===== src/rtl/alu_flag_unit.sv =====
// Registered Z/N/C/V flag generator with sticky flags and a saturating
// zero-result run counter that raises an alert at a programmable length.
module alu_flag_unit #(
    parameter int WIDTH      = 6,
    parameter int RUN_W      = 4,
    parameter int RUN_THRESH = 3
) (
    input  logic             clk,
    input  logic             rst_n,
    input  logic             in_valid,
    input  logic [WIDTH-1:0] result,
    input  logic             carry_in,
    input  logic             ovf_in,
    input  logic             sticky_clr,
    output logic             z,
    output logic             n,
    output logic             c,
    output logic             v,
    output logic             flags_valid,
    output logic             sticky_z,
    output logic             sticky_c,
    output logic             sticky_v,
    output logic [RUN_W-1:0] zero_run,
    output logic             run_alert
);

    localparam logic [RUN_W-1:0] RUN_MAX   = {RUN_W{1'b1}};
    localparam logic [RUN_W-1:0] RUN_THR_V = RUN_W'(RUN_THRESH);
    localparam logic [RUN_W-1:0] RUN_ONE   = RUN_W'(1);

    logic             z_q, z_d;
    logic             n_q, n_d;
    logic             c_q, c_d;
    logic             v_q, v_d;
    logic             fv_q, fv_d;
    logic             sz_q, sz_d;
    logic             sc_q, sc_d;
    logic             sv_q, sv_d;
    logic [RUN_W-1:0] run_q, run_d;
    logic             alert_q, alert_d;
    logic             new_z_s;

    // Next-state logic; result is only looked at when in_valid is high.
    always_comb begin
        z_d     = z_q;
        n_d     = n_q;
        c_d     = c_q;
        v_d     = v_q;
        fv_d    = 1'b0;
        sz_d    = sz_q;
        sc_d    = sc_q;
        sv_d    = sv_q;
        run_d   = run_q;
        new_z_s = 1'b0;
        if (in_valid) begin
            new_z_s = (result == {WIDTH{1'b0}});
            z_d     = new_z_s;
            n_d     = result[WIDTH-1];
            c_d     = carry_in;
            v_d     = ovf_in;
            fv_d    = 1'b1;
            if (new_z_s) begin
                if (run_q != RUN_MAX) begin
                    run_d = run_q + RUN_ONE;
                end else begin
                    run_d = run_q;
                end
            end else begin
                run_d = {RUN_W{1'b0}};
            end
            // Clear takes effect before the current sample is merged in.
            if (sticky_clr) begin
                sz_d = new_z_s;
                sc_d = carry_in;
                sv_d = ovf_in;
            end else begin
                sz_d = sz_q | new_z_s;
                sc_d = sc_q | carry_in;
                sv_d = sv_q | ovf_in;
            end
        end else begin
            if (sticky_clr) begin
                sz_d = 1'b0;
                sc_d = 1'b0;
                sv_d = 1'b0;
            end else begin
                sz_d = sz_q;
                sc_d = sc_q;
                sv_d = sv_q;
            end
        end
        alert_d = (run_d >= RUN_THR_V);
    end

    // State registers with asynchronous active-low reset.
    always_ff @(posedge clk or negedge rst_n) begin
        if (!rst_n) begin
            z_q     <= 1'b0;
            n_q     <= 1'b0;
            c_q     <= 1'b0;
            v_q     <= 1'b0;
            fv_q    <= 1'b0;
            sz_q    <= 1'b0;
            sc_q    <= 1'b0;
            sv_q    <= 1'b0;
            run_q   <= {RUN_W{1'b0}};
            alert_q <= 1'b0;
        end else begin
            z_q     <= z_d;
            n_q     <= n_d;
            c_q     <= c_d;
            v_q     <= v_d;
            fv_q    <= fv_d;
            sz_q    <= sz_d;
            sc_q    <= sc_d;
            sv_q    <= sv_d;
            run_q   <= run_d;
            alert_q <= alert_d;
        end
    end

    assign z           = z_q;
    assign n           = n_q;
    assign c           = c_q;
    assign v           = v_q;
    assign flags_valid = fv_q;
    assign sticky_z    = sz_q;
    assign sticky_c    = sc_q;
    assign sticky_v    = sv_q;
    assign zero_run    = run_q;
    assign run_alert   = alert_q;

endmodule


===== config.mk =====
export PLATFORM = sky130hd
export DESIGN_NAME = alu_flag_unit
export DESIGN_NICKNAME = d
export VERILOG_FILES = /design/src/rtl/alu_flag_unit.sv
export SDC_FILE = /design/constraint.sdc
export NUM_CORES = 1
export LEC_CHECK = 0
export ABC_AREA = 1
export BUFFER_PORTS_ARGS = -buffer_cell sky130_fd_sc_hd__buf_2
export CAP_MARGIN = 5
export CORE_MARGIN = 10
export CORE_UTILIZATION = 37
export DETAILED_ROUTE_END_ITERATION = 8
export HOLD_SLACK_MARGIN = 0.12
export PLACE_DENSITY = 0.71
export SYNTH_ARGS = -nofsm -noshare
export SYNTH_HDL_FRONTEND = slang
export SYNTH_SLANG_ARGS = --single-unit
export TNS_END_PERCENT = 100

===== constraint.sdc =====
create_clock -name clk -period 2.95 [get_ports clk]
set_clock_uncertainty 0.15 [all_clocks]
set_input_delay 0.59 -clock clk [delete_from_list [all_inputs] [get_ports clk]]
set_output_delay 0.59 -clock clk [all_outputs]
set_load 0.01 [all_outputs]

# Word-level counts from Yosys, hierarchy flattened
# Cells that the tools add are included.
# totals
register_bits	13
out_inout_bits	13
word_cells	29
# classes
addsub	1
magnitude_cmp	1
eq_ne	1
n_mux	11
bitwise_logic	3
reduce_logical	2
# op_table
operator	n
4-bit two-way mux	3
1-bit two-way mux	8
6-bit zero test	1
4-bit by 1-bit adder with 4-bit output, second input constant	1
4-bit by 2-bit greater-or-equal comparator with 1-bit output, second input constant	1
4-bit inequality test, second input constant	1
1-bit OR	3
2-bit nonzero test	1

# Logic depth before layout (Yosys ltp)
# logic_depth
ltp_word	5
mapped_depth	8
ltp_nobuf	8

# Worst setup path after synthesis
# OpenSTA, ideal clock, no wires.
# synth_path
kind	reg-to-reg
start	register run_q[0], in the netlist zero_run[0]
end	register alert_q, in the netlist run_alert
setup_time_ps	119
arrival_ps	1133
required_time_ps	2681
setup_slack_ps	1549
path_stages_with_launch	8
path_buffers	0
synth_period_minus_slack_ps	1401
path_cell_list	dfrtp_1 ha_1 xnor2_1 nand2_1 nand2_1 nand2_1 nor2_1 nand2_1
# synth_between
elab_chain_len	5
# synth_lines
item	line_no	text
from (decl)	39	logic [RUN_W-1:0] run_q, run_d;
from (signal assigned)	106	run_q <= {RUN_W{1'b0}};
from (signal assigned)	117	run_q <= run_d;
4-bit by 1-bit adder with 4-bit output or 4-bit inequality test (tied branches)	64, 63	
4-bit two-way mux (*)	63	if (run_q != RUN_MAX) begin
4-bit two-way mux (*)	62	if (new_z_s) begin
4-bit two-way mux (*)	55	if (in_valid) begin
via run_d[2]	39	
4-bit by 2-bit greater-or-equal comparator with 1-bit output (*)	92	alert_d = (run_d >= RUN_THR_V);
via alert_d	40	logic alert_q, alert_d;
to (signal assigned)	118	alert_q <= alert_d;
to (decl)	40	
# The timed path passes the listed nets; every way through them passes the cells marked *.
# A chain may end at the register's enable or synchronous reset.

# Worst setup path in the final report
# layout_path
start	register run_q[2], in the netlist zero_run[2]
end	output zero_run[2]
# layout_rtl
item	line_no	text
to (decl)	23	output logic [RUN_W-1:0] zero_run,
# No word-level cell between the ends.

==> metrics <==
hpwl dp 1080 um; global-route wire length before repair 2370 um; Die Ht 60.5 um; reg2reg setup slack 1480 ps; Placer Congestion 0.788; postcts setup bufs 0; remaining antenna violation count after routing 0; arrival time at the worst endpoint 920 ps; Num CTS Buffers 3; post-synthesis register bit count 13; FMAX 0.603 GHz; CP required 2210 ps; Peak VDD IR 0.000158 V; Worst Setup SP zero_run[2]$_DFF_PN0_; final worst slack 1290 ps; fillers 164; synthesized area 606 sq um; Worst Hold Class input pin to register; commonest cells after routing, fill and taps aside buf_2 (24), nand2_1 (21), dfrtp_1 (13); vias in the first global route 537; average cell area after synthesis 8.41 sq um; sequential cell area 325 sq um; clock tree sinks 13; Rows 14; Worst Path Max Fanout 6; CTS max path bufs 2; Total Neg Setup Slack 0 ps; routed vias/inst 4.58; drt total wl 1330 um; leak pwr 0.000443 uW; setup violators final 0; commonest non-fill, non-tap cell in the layout buf_2; layout-stage area growth over the synthesis result 28.3%; Post-Syn Nets 85; WHS Path Cells 1; Worst-path clk slew 70 ps; Crit Reg-Reg Endpoint run_alert$_DFF_PN0_; DP Worst Slack 1340 ps; worst reg-to-reg path cell count 7; slowest CP cell dfrtp_1; Core Region 1520 sq um; die area 3650 sq um; top cells by area, synth dfrtp_1 (54%), nand2_1 (13%), inv_1 (7.4%); area of the multi-input gates 226 sq um; initial antenna violation count 0; Crit path depth 1; pwr dens 425 nW/um^2; max_slew headroom 81.8%; crit share post-route 56.3%; final hold viol count 0; H-tree depth 1; clk root buf clkbuf_4; status completed; post-cts resize count 0; largest net degree at the start of global routing 14; Reg2Reg Launch Point zero_run[0]$_DFF_PN0_; final worst path period need 1660 ps; Cell variety after synth 15; Initial Utilization 39.7%; CP Capture Type output pin; Worst Path Class, Setup register to output pin; layout cells sized above 1 34.0%; Residual DRC 0; Chip Width 60.5 um; worst-skew pair later-pin latency 270 ps; worst slew pin tran 273 ps; CP bufs+invs 1; post-synthesis sequential area ratio 53.7%; # port buffers 24; CTS tree yes; max incr delay on CP 470 ps; drt initial violations 16; GRT Total Usage 8.58%; RSZ-0062 raised after global routing no; max FFs per register 4; number of antenna diodes 0; area fraction of the dominant cell type after synthesis 53.7%; CP Launch Type register; Ports 25; max_cap viols 0; crit path to zero_run[2]; area leader, netlist dfrtp_1; Top delay family on crit path flip-flops; final core occ 51.0%; Cells after Synth 72; CTS Hold Bufs 1; Final Net Count 114; drt wl/cell 11.4 um; GRT overflow 0; Vias 531; Synth warnings 0; Initial DRT Pass Iterations 4; Slew Viols, Final 0; crit-path cells buf_2
==> per-layer routing <==
layer | track usage, % | vias up | wire length (um)
li1 | - | 274 | -
met1 | 9.53 | 236 | 558
met2 | 12.8 | 19 | 596
met3 | 2.92 | 2 | 146
met4 | 7.52 | 0 | 27
met5 | 0 | - | 0
==> cell usage after synthesis <==
master   instances
o22ai_1          2
nand2_1         21
nand2_2          3
nand3_1          3
a21oi_1          1
dfrtp_1         13
nand3_2          1
nor2_1           6
buf_2            1
inv_2            1
o21ai_0          4
xnor2_1          1
ha_1             1
inv_1           12
nor2_4           2
==> through the flow <==
| step | power [uW] | hold WS (ps) | instances | cell area (sq um) |
|---|---|---|---|---|
| final | 330 | 310 | 116 | 777 |
| after global routing | 354 | 289 | 116 | 777 |
| after CTS | 339 | 297 | 116 | 777 |
| after detailed placement | 229 | 316 | 111 | 741 |
| after global placement | 228 | 313 | 111 | 741 |
| after floorplan | 208 | 144 | 72 | 606 |
==> how the worst min path moves through the flow <==
stage	startpoint	endpoint
floorplan	rst_n	c$_DFFE_PN0P_
global placement	z$_DFFE_PN0P_	z$_DFFE_PN0P_
detailed placement	z$_DFFE_PN0P_	z$_DFFE_PN0P_
CTS	in_valid	flags_valid$_DFF_PN0_
global route	in_valid	flags_valid$_DFF_PN0_
finish	in_valid	flags_valid$_DFF_PN0_
==> report_power, final <==
part	internal [uW]	total [uW]	switching, uW
clock	52.3	105	53.2
sequential	185	189	3.52
combinational	15.7	36.2	20.4
==> layout make-up <==
class,instances,area share [%]
Timing Repair Buffer,25,16.7
Inverter,13,6.28
Sequential cell,13,41.9
Clock buffer,4,3.38
Tap cell,16,2.58
Multi-Input combinational cell,45,29.1
==> cells by family after synthesis <==
family / synth area share [%]
xor+xnor: 1.45
buf+inv: 8.88
compound gates: 6.20
flops: 53.7
fa+ha+maj: 2.07
simple gates: 27.7
Note: power is estimated with default switching activity, not from simulation.
